File: config.mk
export PLATFORM = sky130hd
export DESIGN_NAME = ov9281_cfg_seq
export DESIGN_NICKNAME = d
export VERILOG_FILES = /design/src/rtl/ov9281_cfg_seq.sv
export SDC_FILE = /design/constraint.sdc
export NUM_CORES = 1
export LEC_CHECK = 0
export BUFFER_PORTS_ARGS = -buffer_cell sky130_fd_sc_hd__buf_2
export CAP_MARGIN = 20
export CORE_ASPECT_RATIO = 2
export CORE_MARGIN = 2
export CORE_UTILIZATION = 52
export CTS_BUF_LIST = sky130_fd_sc_hd__clkbuf_4
export DETAILED_ROUTE_END_ITERATION = 7
export GPL_ROUTABILITY_DRIVEN = 0
export GPL_TIMING_DRIVEN = 0
export PLACE_DENSITY = 0.76
export SETUP_SLACK_MARGIN = 0.4
export SYNTH_ARGS = -nofsm -noshare
export SYNTH_HDL_FRONTEND = slang
export SYNTH_SLANG_ARGS = --single-unit
File: constraint.sdc
create_clock -name clock_i2c -period 2.75 [get_ports clock_i2c]
set_input_delay 0 -clock clock_i2c [delete_from_list [all_inputs] [get_ports clock_i2c]]
set_output_delay 0 -clock clock_i2c [all_outputs]
set_load 0.02 [all_outputs]
File: src/rtl/ov9281_cfg_seq.sv
// OV9281 power-up configuration sequencer: walks the register ROM and feeds the SCCB write engine, with NACK retry.
// Build option CFG_DELAY_CMD_EN: ROM words whose top byte is 8'hFF become inline delay commands.

module ov9281_cfg_seq #(
    parameter int REG_NUM      = 64,
    parameter int IDX_W        = 8,
    parameter int PWR_WAIT_CYC = 400,
    parameter int GAP_CYC      = 4,
    parameter int MAX_RETRY    = 3,
    parameter int TIMEOUT_CYC  = 80
) (
    input  logic             clock_i2c,
    input  logic             camera_rstn,
    input  logic             reinit,
    output logic [IDX_W-1:0] lut_index,
    input  logic [31:0]      lut_data,
    output logic [31:0]      i2c_data,
    output logic             start,
    input  logic             tr_end,
    input  logic             ack,
    output logic             busy,
    output logic             cfg_done,
    output logic             cfg_err,
    output logic [7:0]       err_count
);

    typedef enum logic [2:0] {
        S_PWR_WAIT,
        S_LOAD,
        S_XFER,
        S_EVAL,
        S_GAP,
`ifdef CFG_DELAY_CMD_EN
        S_DELAY,
`endif
        S_DONE
    } state_t;

    state_t             state_q, state_d;
    logic [31:0]        cnt_q, cnt_d;
    logic [IDX_W-1:0]   idx_q, idx_d;
    logic [31:0]        data_q, data_d;
    logic [7:0]         retry_q, retry_d;
    logic               ack_q, ack_d;
    logic               err_q, err_d;
    logic [7:0]         errcnt_q, errcnt_d;
`ifdef CFG_DELAY_CMD_EN
    logic [15:0]        dly_q, dly_d;
`endif

    always_ff @(posedge clock_i2c or negedge camera_rstn) begin
        if (!camera_rstn) begin
            state_q  <= S_PWR_WAIT;
            cnt_q    <= '0;
            idx_q    <= '0;
            data_q   <= '0;
            retry_q  <= '0;
            ack_q    <= 1'b0;
            err_q    <= 1'b0;
            errcnt_q <= '0;
`ifdef CFG_DELAY_CMD_EN
            dly_q    <= '0;
`endif
        end else begin
            state_q  <= state_d;
            cnt_q    <= cnt_d;
            idx_q    <= idx_d;
            data_q   <= data_d;
            retry_q  <= retry_d;
            ack_q    <= ack_d;
            err_q    <= err_d;
            errcnt_q <= errcnt_d;
`ifdef CFG_DELAY_CMD_EN
            dly_q    <= dly_d;
`endif
        end
    end

    always_comb begin
        state_d  = state_q;
        cnt_d    = cnt_q;
        idx_d    = idx_q;
        data_d   = data_q;
        retry_d  = retry_q;
        ack_d    = ack_q;
        err_d    = err_q;
        errcnt_d = errcnt_q;
`ifdef CFG_DELAY_CMD_EN
        dly_d    = dly_q;
`endif
        case (state_q)
            S_PWR_WAIT: begin
                if (cnt_q == 32'(PWR_WAIT_CYC - 1)) begin
                    state_d = S_LOAD;
                    cnt_d   = '0;
                end else begin
                    cnt_d = cnt_q + 32'd1;
                end
            end
            // ROM word is valid one cycle after the index settles; sample on the second cycle
            S_LOAD: begin
                if (cnt_q == 32'd1) begin
                    cnt_d = '0;
`ifdef CFG_DELAY_CMD_EN
                    if (lut_data[31:24] == 8'hFF) begin
                        state_d = S_DELAY;
                        dly_d   = (lut_data[15:0] == 16'd0) ? 16'd1 : lut_data[15:0];
                    end else begin
                        state_d = S_XFER;
                        data_d  = lut_data;
                    end
`else
                    state_d = S_XFER;
                    data_d  = lut_data;
`endif
                end else begin
                    cnt_d = cnt_q + 32'd1;
                end
            end
            S_XFER: begin
                if (tr_end) begin
                    ack_d   = ack;
                    state_d = S_EVAL;
                    cnt_d   = '0;
                end else if (cnt_q == 32'(TIMEOUT_CYC - 1)) begin
                    ack_d   = 1'b1;
                    state_d = S_EVAL;
                    cnt_d   = '0;
                end else begin
                    cnt_d = cnt_q + 32'd1;
                end
            end
            S_EVAL: begin
                if (!ack_q) begin
                    retry_d = '0;
                    idx_d   = idx_q + IDX_W'(1);
                end else if (retry_q < 8'(MAX_RETRY)) begin
                    retry_d = retry_q + 8'd1;
                end else begin
                    err_d    = 1'b1;
                    errcnt_d = (errcnt_q == 8'hFF) ? errcnt_q : errcnt_q + 8'd1;
                    retry_d  = '0;
                    idx_d    = idx_q + IDX_W'(1);
                end
                state_d = S_GAP;
                cnt_d   = '0;
            end
            S_GAP: begin
                if (cnt_q == 32'(GAP_CYC - 1)) begin
                    cnt_d   = '0;
                    state_d = (idx_q == IDX_W'(REG_NUM)) ? S_DONE : S_LOAD;
                end else begin
                    cnt_d = cnt_q + 32'd1;
                end
            end
`ifdef CFG_DELAY_CMD_EN
            S_DELAY: begin
                if (cnt_q == {16'd0, dly_q} - 32'd1) begin
                    cnt_d   = '0;
                    idx_d   = idx_q + IDX_W'(1);
                    state_d = S_GAP;
                end else begin
                    cnt_d = cnt_q + 32'd1;
                end
            end
`endif
            S_DONE: begin
                cnt_d = '0;
            end
            default: begin
                state_d = S_PWR_WAIT;
                cnt_d   = '0;
            end
        endcase

        // reinit aborts anything in flight, including an active transfer
        if (reinit) begin
            state_d  = S_PWR_WAIT;
            cnt_d    = '0;
            idx_d    = '0;
            retry_d  = '0;
            err_d    = 1'b0;
            errcnt_d = '0;
        end
    end

    always_comb begin
        start     = (state_q == S_XFER);
        busy      = (state_q != S_DONE);
        cfg_done  = (state_q == S_DONE);
        lut_index = idx_q;
        i2c_data  = data_q;
        cfg_err   = err_q;
        err_count = errcnt_q;
    end

endmodule
==> results.txt <==
The summed instance area of the synthesized netlist came out at 4439 um2. The count of routing violations after the opening detailed-route iteration is 334. The critical path arrival is 2930 ps. The master cell of the clock root buffer is clkbuf_4. The routed design has 13.15 mm of wire. Entering global routing, the biggest net connects 76 pins. The area of all placed cells without fillers is 6037 um2. The detail route stage leaves a number of antenna-violating nets equal to 0. The average detailed-routed wire length per instance is 19.77 um. The critical path goes through nor4_4 > nand3_2 > buf_4 > o31ai_1 > a21oi_1 > a31oi_1 > dlygate4sd3_1.

The first global-routing pass estimated 18.22 mm of wire. The fraction of registers with async set/reset is 100.0%. STA classifies the critical path startpoint as a flop.

The number of detailed-route iterations in the first pass is 5. Clock skew on the completed layout was measured at 39.62 ps. The per-instance average area after synthesis came out at 11.07 um2. STA classifies the critical path endpoint as a flop. The chip width came out at 69.34 um.

The pin slew with the least headroom to its limit came out at 823.1 ps. The clock-pin transition on the worst setup and hold timing paths came out at 180 ps. The total buffers and inverters traversed by the critical path is 2. Of all nets on the critical path, the largest fanout is 5.

The detail-routed via count per cell is 5.937. In the final timing run, aggregate negative setup slack is 0 ps. The initial core utilization is 53.54%.

The number of antenna violations at the first check in global routing was 0. The final cell utilization of the core came out at 72.81%. In the layout the commonest cells are dfrtp_1 (89), buf_2 (87), dlygate4sd3_1 (36), nor2_1 (32), mux2_4 (29). The total power consumption of the routed design came out at 2.639 mW. The flow ran to the end, and the final reports show no timing, DRC or antenna violations. Data on the critical path is required at its endpoint by 3190 ps. The number of failing setup endpoints in the final timing report is 0. The net count of the finished layout came out at 605. The worst hold slack is 44.74 ps. The number of register bits inferred by synthesis came out at 93.

In the routed design, unresolved DRC markers number 0. The cell row count came out at 47. The post-synth net total came out at 444. The count of synthesis-stage warnings from yosys is 0. Among all flip-flop cells after synthesis, the most frequent one is dfrtp_1. TritonCTS created 9 clock buffers. The most critical setup path has its startpoint at cnt_q[4]$_DFF_PN0_.

The leakage dissipation is 2.833 nW. The synthesis-to-finish area growth is 35.99%. The final-report hold violation count came out at 0. The startpoint identified for the worst register-to-register timing path is cnt_q[4]$_DFF_PN0_.

The library cell used most frequently in the layout, excluding fill and tap cells, is dfrtp_1. The time the final worst path needs with I/O delays and setup is 2483 ps. The aggregate global routing overflow is 0. The number of cells produced by synthesis came out at 401. The number of max-cap violations is 0. The H-tree depth is 3. The count of port buffers added during placement is 88. The kind of cell with the highest combined delay on the critical path is buffers and inverters.

The fraction of layout cells with a size suffix above 1 is 34.74%. The standard cell with the maximum stage delay on the critical path is dlygate4sd3_1. Across the VDD grid, the largest voltage drop is 0.0002348 V.

The worst setup path is of the flop to flop kind. From bottom edge to top edge, the die measures 134.7 um. The sequential-to-total area share from yosys stat is 52.42%. The die area is 9337 um2. In this run, synthesis inferred 0 flip-flops with an integrated enable.

The startpoint identified for the worst hold timing path is reinit. The filler cells instantiated in the layout total 501. The number of sinks driven by the clock tree is 93. Measured against its own limit, the worst slew margin works out to 44.94%. The upper clock frequency limit came out at 0.4028 GHz. The CTS tree is yes. The number of pins exceeding their max-slew limit in the final report is 0. The clock insertion delay at the later pin of the skew report is 490 ps. The number of unique standard cell types used by synthesis is 52.

The placed instance area is 5032 um2. The share of the clock period used by the worst path after layout came out at 90.28%. In this design, the stage delay of the slowest critical-path cell is 620 ps. The number of buffers on the longest clock path is 2. The total via count in the routed design came out at 3,948. The number of diodes added for antenna fixing came out at 0. Setup repair after global routing could not meet its margin everywhere. The HPWL reported at the end of detailed placement is 7.114 mm. Pin placement for this block handled 89 I/O pins. The via count of the first global-routing pass is 3,824. Global routing consumed, over all layers together, 24.26% of the routing resources. In this run the power density over the cells is 437.2 nW/um2.

The core area came out at 8292 um2. The path category of the worst min-delay check is input pin to flop.
-- metal layers --
metal / up-vias / wire (um) / global-route usage [%]
met1: 1948 / 4767 / 27.55
met2: 177 / 7180 / 44.39
li1: 1780 / - / -
met4: 0 / 497 / 10.35
met5: - / 0 / 0
met3: 43 / 701 / 4.030
-- path summary, 6_finish.rpt --
path                                                 end  slack, ps  cells past startpoint
worst max-delay path                   ack_q$_DFFE_PN0P_        270                      7
max in group asynchronous       lut_index[6]$_DFFE_PN0P_       1480                      3
min in group asynchronous       i2c_data[31]$_DFFE_PN0P_         70                      3
worst min-delay path            err_count[3]$_DFFE_PN0P_         40                      3
worst max register to register         ack_q$_DFFE_PN0P_        270                      7
worst min register to register   i2c_data[4]$_DFFE_PN0P_        530                      1
-- synth_stat cells (2+ instances only) --
cell type / n / area share [%]
nor3b_1: 2 / 0.34
o21ai_0: 6 / 0.68
and3_1: 7 / 0.99
or4_1: 2 / 0.34
inv_1: 11 / 0.93
buf_6: 5 / 1.3
xor2_1: 18 / 3.6
and4_1: 3 / 0.59
or3_1: 5 / 0.70
nand2b_1: 3 / 0.42
a21oi_1: 4 / 0.45
clkbuf_1: 10 / 0.85
nor3_2: 2 / 0.45
nor2b_1: 2 / 0.28
nand2_1: 18 / 1.5
a31oi_1: 2 / 0.28
nor4_1: 18 / 2.5
ha_1: 6 / 1.7
nand4_1: 16 / 2.3
nand3_1: 16 / 1.8
nor2_1: 32 / 2.7
dfrtp_1: 93 / 52
mux2_1: 2 / 0.51
nor3_1: 34 / 3.8
xnor2_1: 21 / 4.1
a41oi_1: 3 / 0.59
mux2_2: 31 / 7.9
a211oi_1: 5 / 0.85
-- through the flow --
| stage | cells | worst slack [ps] |
|---|---|---|
| 6_report | 665 | 267.2 |
| 5_1_grt | 665 | 209.8 |
| 3_3_place_gp | 587 | 166.4 |
| 4_1_cts | 653 | 406.7 |
| 3_5_place_dp | 588 | 138.5 |
| 2_1_floorplan | 401 | 486.0 |
-- timing repair --
action	in CTS	in global routing
pin swaps	5	12
endpoints found under the hold margin	126	0
gates resized for setup	14	55
hold buffers	36	0
setup buffers	11	9
endpoints found under the setup margin	64	67
gates cloned	2	2
-- layout make-up --
class	instances	area (um2)	share of cell area (%)
well taps	98	122.6	2.031
flip-flops and latches	93	2332	38.63
multi-input cells	281	2191	36.29
plain buffers	16	133.9	2.218
inverters	11	41.29	0.6839
repair buffers	150	1086	17.99
clock inverters	7	62.56	1.036
clock buffers	9	67.56	1.119
-- where the power goes --
| part | internal [mW] | leakage [nW] | switching [mW] | total [mW] |
|---|---|---|---|---|
| Sequential | 1.43 | 1.28 | 0.0583 | 1.49 |
| Clock | 0.208 | 0.0751 | 0.528 | 0.736 |
| Combinational | 0.187 | 1.48 | 0.228 | 0.415 |
| Total | 1.82 | 2.83 | 0.814 | 2.64 |
-- cell families (layout without fill, tap and decap cells) --
family | count (synthesis) | after routing | share of synthesized area [%]
xor+xnor | 39 | 39 | 7.695
flops | 93 | 93 | 52.42
buf+inv | 27 | 193 | 3.213
simple gates | 170 | 170 | 20.91
mux | 34 | 34 | 8.596
compound gates | 32 | 32 | 5.468
fa+ha+maj | 6 | 6 | 1.691
-- tightest hold or removal path: stages --
cell	delay, ps
buf_2	120
clkbuf_1	230
nor2_1	150
-- registers in the layout, indices dropped and copies added (netlist names) --
register,flops
state_q,3
cnt_q,32
i2c_data,32
retry_q,8
cfg_err,1
ack_q,1
err_count,8
lut_index,8
Power figures use the tool's default switching activity.
